$ cat config.mk
export PLATFORM = sky130hd
export DESIGN_NAME = galvo_setup_sequencer
export DESIGN_NICKNAME = d
export VERILOG_FILES = /design/src/rtl/galvo_setup_sequencer.sv
export SDC_FILE = /design/constraint.sdc
export NUM_CORES = 1
export LEC_CHECK = 0
export CELL_PAD_IN_SITES_DETAIL_PLACEMENT = 1
export CELL_PAD_IN_SITES_GLOBAL_PLACEMENT = 1
export CORE_MARGIN = 1.5
export CORE_UTILIZATION = 35
export DETAILED_ROUTE_END_ITERATION = 8
export HOLD_SLACK_MARGIN = 0.05
export MAX_ROUTING_LAYER = met4
export PLACE_DENSITY_LB_ADDON = 0.15
export SYNTH_ARGS = -nofsm -noshare
export SYNTH_HDL_FRONTEND = slang
export SYNTH_SLANG_ARGS = --single-unit
$ cat constraint.sdc
create_clock -name clk -period 4.9 [get_ports clk]
set_input_delay 0.98 -clock clk [delete_from_list [all_inputs] [get_ports clk]]
set_output_delay 0.98 -clock clk [all_outputs]
set_load 0.01 [all_outputs]
$ cat src/rtl/galvo_setup_sequencer.sv
// Galvo setup sequencer: on a setup_start rising edge, traces the calibration square
// LOOPS times over a valid/ready DAC handshake, then parks at centre and pulses setup_done.
module galvo_setup_sequencer #(
  parameter int DAC_W = 12,
  parameter int DWELL = 50000,
  parameter int LOOPS = 4,
  parameter int X_MIN = 512,
  parameter int X_MAX = 3584,
  parameter int Y_MIN = 512,
  parameter int Y_MAX = 3584
) (
  input  logic             clk,
  input  logic             reset,
  input  logic             setup_start,
  input  logic             dac_ready,
  output logic             dac_valid,
  output logic [DAC_W-1:0] x_out,
  output logic [DAC_W-1:0] y_out,
  output logic             laser_en,
  output logic             busy,
  output logic             setup_done
);

  localparam int DCW = $clog2(DWELL + 1);
  localparam int LCW = $clog2(LOOPS + 1);
  localparam int DW1 = DAC_W + 1;

  localparam logic [DCW-1:0]   DWELL_LAST = DCW'(DWELL - 1);
  localparam logic [LCW-1:0]   LOOP_LAST  = LCW'(LOOPS - 1);
  localparam bit               NO_DWELL   = (DWELL == 1);

  localparam logic [DAC_W-1:0] XL = DAC_W'(X_MIN);
  localparam logic [DAC_W-1:0] XR = DAC_W'(X_MAX);
  localparam logic [DAC_W-1:0] YB = DAC_W'(Y_MIN);
  localparam logic [DAC_W-1:0] YT = DAC_W'(Y_MAX);

  // Centre is the halved sum taken one bit wider than the DAC so it cannot overflow.
  localparam logic [DAC_W:0]   X_SUM = DW1'(X_MIN) + DW1'(X_MAX);
  localparam logic [DAC_W:0]   Y_SUM = DW1'(Y_MIN) + DW1'(Y_MAX);
  localparam logic [DAC_W-1:0] CX    = X_SUM[DAC_W:1];
  localparam logic [DAC_W-1:0] CY    = Y_SUM[DAC_W:1];

  typedef enum logic [2:0] {
    S_IDLE,
    S_SEND,
    S_DWELL,
    S_NEXT,
    S_PARK,
    S_PARK_DWELL,
    S_DONE
  } state_t;

  state_t           state_q, state_d;
  logic [1:0]       idx_q, idx_d;
  logic [LCW-1:0]   loop_q, loop_d;
  logic [DCW-1:0]   dwell_q, dwell_d;
  logic [DCW-1:0]   dwell_inc;
  logic [DAC_W-1:0] x_d, y_d;
  logic             laser_d;
  logic             start_q;
  logic             start_edge;

  // Corner order runs counter-clockwise from bottom-left.
  function automatic logic [DAC_W-1:0] corner_x(input logic [1:0] i);
    return (i == 2'd1 || i == 2'd2) ? XR : XL;
  endfunction

  function automatic logic [DAC_W-1:0] corner_y(input logic [1:0] i);
    return i[1] ? YT : YB;
  endfunction

  assign start_edge = setup_start & ~start_q;
  assign dwell_inc  = dwell_q + DCW'(1);

  assign dac_valid  = (state_q == S_SEND) || (state_q == S_PARK);
  assign busy       = (state_q != S_IDLE) && (state_q != S_DONE);
  assign setup_done = (state_q == S_DONE);

  // NOTE: every always_comb output gets a default first, so no path can infer a latch.
  always_comb begin
    state_d = state_q;
    idx_d   = idx_q;
    loop_d  = loop_q;
    dwell_d = dwell_q;
    x_d     = x_out;
    y_d     = y_out;
    laser_d = laser_en;

    unique case (state_q)
      S_IDLE: begin
        if (start_edge) begin
          state_d = S_SEND;
          idx_d   = 2'd0;
          loop_d  = '0;
          x_d     = corner_x(2'd0);
          y_d     = corner_y(2'd0);
          laser_d = 1'b0;
        end
      end

      S_SEND: begin
        if (dac_ready) begin
          dwell_d = '0;
          state_d = NO_DWELL ? S_NEXT : S_DWELL;
        end
      end

      // The NEXT cycle is the last hold cycle, so the DWELL state lasts DWELL-1 cycles.
      S_DWELL: begin
        dwell_d = dwell_inc;
        if (dwell_inc == DWELL_LAST) state_d = S_NEXT;
      end

      S_NEXT: begin
        if (idx_q != 2'd3) begin
          idx_d   = idx_q + 2'd1;
          state_d = S_SEND;
          x_d     = corner_x(idx_q + 2'd1);
          y_d     = corner_y(idx_q + 2'd1);
          laser_d = 1'b1;
        end else if (loop_q != LOOP_LAST) begin
          idx_d   = 2'd0;
          loop_d  = loop_q + LCW'(1);
          state_d = S_SEND;
          x_d     = corner_x(2'd0);
          y_d     = corner_y(2'd0);
          laser_d = 1'b1;
        end else begin
          state_d = S_PARK;
          x_d     = CX;
          y_d     = CY;
          laser_d = 1'b0;
        end
      end

      S_PARK: begin
        if (dac_ready) begin
          dwell_d = '0;
          state_d = NO_DWELL ? S_DONE : S_PARK_DWELL;
        end
      end

      S_PARK_DWELL: begin
        dwell_d = dwell_inc;
        if (dwell_inc == DWELL_LAST) state_d = S_DONE;
      end

      S_DONE: state_d = S_IDLE;

      default: state_d = S_IDLE;
    endcase
  end

  // NOTE: state uses non-blocking assignments so every register samples pre-edge values;
  // all registers take the asynchronous reset, there is no storage array to leave unreset.
  always_ff @(posedge clk or posedge reset) begin
    if (reset) begin
      state_q  <= S_IDLE;
      idx_q    <= 2'd0;
      loop_q   <= '0;
      dwell_q  <= '0;
      start_q  <= 1'b0;
      x_out    <= CX;
      y_out    <= CY;
      laser_en <= 1'b0;
    end else begin
      state_q  <= state_d;
      idx_q    <= idx_d;
      loop_q   <= loop_d;
      dwell_q  <= dwell_d;
      start_q  <= setup_start;
      x_out    <= x_d;
      y_out    <= y_d;
      laser_en <= laser_d;
    end
  end

endmodule

==> impl_metrics.ini <==
[worst_setup_path]
r2r-end = state_q[0]$_DFFE_PP0P_
critical_path_class = register to output pin
crit_fanout = 11
r2r_setup_slack_ps = 2310
cp-end-kind = output pin
required_ps = 3920
ff2ff_path_depth = 8
cp-start-kind = register
timing.rr.start = dwell_q[1]$_DFFE_PP0P_
arrival_ps = 1840

[layout]
nets = 246
antennaDiodeCount = 0
drive_gt1_share_pct = 8.40
syn2layout_area_growth_pct = 7.22
final_cell_mix = dfrtp_1 (29), nand2_1 (27), o21ai_0 (26)
final_common_cell = dfrtp_1
final_util_pct = 39.4
fin_area_um2 = 2210

[floorplanning]
initial_utilization_pct = 36.8
die_h_um = 79.8
rows = 27
io_pins = 32
dieArea_um2 = 6360
core_region_area_um2 = 5610
dieWidth_um = 79.8

[clock_network]
cts_sinks = 31
cts-root-buf = clkbuf_8
htree_num_levels = 2
clkTransAtPathRegs_ps = 70
clk_latency_ps = 290
ctsHoldBuffers = 0
clock_path_buffers = 2
numCtsBuffers = 5
post_cts_buffers = 0
cts_repair_resize_count = 0
tritoncts = built

[synth]
synthArstFlopShare_pct = 100
synth-edff-count = 0
yosys.area_share.adder_pct = 3.03
synthMuxAreaShare_pct = 1.64
yosysUniqueCellTypes = 51
syn_inst = 230
synthSimpleGateAreaFrac_pct = 23.4
synth_compound_area_share_pct = 18.9
syn-cell-area_um2 = 2060
yosysSeqAreaShare_pct = 37.7
synth_top_flop_cell = dfrtp_1
synth-xor-area-share_pct = 2.55
ys_ff_latch = 31
ys_warn_count = 0
syn_avg_cell_area_um2 = 8.97
synth_top_family_by_area = simple AND/OR/NAND/NOR gates

[detailed_routing]
drt-met1-wl_um = 2460
wl_um = 4700
via_count = 1668
top_layer_used = met4
first_pass_iters = 4
drt-wirelength-per-cell_um = 15.2
drcViolationCount = 0
vias_per_cell = 5.38
drt_iter0_markers = 40
met2_wirelength_um = 2070
ant_nets = 0
wl_met3_um = 113

[min_path]
hp-start = x_out[10]$_DFFE_PP0P_
min_to = x_out[10]$_DFFE_PP0P_
min_path_cells = 2
hold_path_class = register to register

[sta]
min_period_over_period_pct = 57.6
tightest_slew_ps = 1080
maxSlewHeadroom_pct = 27.6
hold_violations = 0
final.setup.tns_ps = 0
setup_viol = 0
hold_slack_ps = 488
slew_viol_final = 0
finalClockSkew_ps = 9.94
fmax_ghz = 0.354
fin_crit_ps = 2820
rsz0062_at_grt = no

[placement]
place_area_um2 = 2130
dp_hpwl_um = 3280
gp_congestion = 0.744
numPortBuffers = 13

[global_routing]
antenna_found_initial = 0
grt_pass1_wl_um = 8230
grt_pass1_vias = 1683
grt_max_degree = 32
overflow = 0
track_usage_pct = 17.0

[power_and_ir_drop]
power_leakage_nw = 0.939
power.density_nw_per_um2 = 434
power_w = 0.000960
ir_drop_v = 0.000175

[run_status]
status = completed

[run]
drv_cap = 0
## cells by family (layout without fill, tap and decap cells)
family,after synthesis,count (layout)
simple gates,84,84
compound gates,62,62
buf+inv,38,29
flops,31,31
xor+xnor,6,6
fa+ha+maj,5,5
mux,3,3
other cells,1,18
## state kept, by name (all words and copies together) (netlist names)
name / flops
start_q: 1
x_out: 3
laser_en: 1
loop_q: 3
idx_q: 2
y_out: 2
state_q: 3
dwell_q: 16
## where the power goes
group	switching [W]	internal, W	leakage [nW]
logic	0.000217	0.000172	0.490
clock network	0.000104	0.0000993	0.0412
registers	0.0000587	0.000309	0.408
total	0.000379	0.000580	0.939
## layout make-up
class / instances / area [um2]
Fill cell: 684 / 3400
Multi-Input combinational cell: 178 / 1090
Sequential cell: 31 / 778
Timing Repair Buffer: 15 / 145
Tap cell: 72 / 90.1
Clock buffer: 6 / 72.6
Inverter: 6 / 22.5
Clock inverter: 2 / 12.5
## per-stage QoR
step                      worst slack, ps  std cells
after global routing                 1900        310
after detailed placement             1900        302
final                                2080        310
after global placement               1980        302
after CTS                            2060        310
after floorplan                      2620        247
## worst max-delay path, stage by stage (launching register included)
cell and delay, ps:
dfrtp_1 490, nor2b_1 230, or3_1 370, clkdlybuf4s50_1 480
## cell usage after synthesis, types with 3 or more instances
cell type  instances  share of area [%]
ha_1               5                3.0
a22o_1             4                1.7
o31ai_1            6                2.2
xnor2_1            5                2.1
nor2b_1            4                1.2
a31oi_1            3               0.91
a21oi_1           10                2.4
nand2_1           27                4.9
o21ai_0           26                6.3
buf_4             22                8.0
buf_6              4                2.2
nand4_1            5                1.5
nand3_1            7                1.7
nor2_1            15                2.7
dfrtp_1           29                 35
a32o_1             3                1.5
or3_1              3               0.91
and3_1             3               0.91
inv_1              6                1.1
clkbuf_1           4               0.73
## worst max-delay path by stage
stage,from,to,slack (ps),cells past startpoint
after floorplan,dwell_q[1]$_DFFE_PP0P_,state_q[0]$_DFFE_PP0P_,2620,10
after global placement,dac_ready,dwell_q[10]$_DFFE_PP0P_,1980,6
after detailed placement,dac_ready,dwell_q[12]$_DFFE_PP0P_,1900,6
after CTS,state_q[1]$_DFFE_PP0P_,busy,2060,3
after global routing,dac_ready,dwell_q[10]$_DFFE_PP0P_,1900,6
final,state_q[1]$_DFFE_PP0P_,busy,2080,3
## metal layers
layer	vias to the layer above	global-route usage [%]
li1	804	-
met1	834	23.0
met2	25	25.4
met3	5	3.77
met4	0	5.17
met5	-	-
No activity file was read; power rests on OpenSTA's default activity.
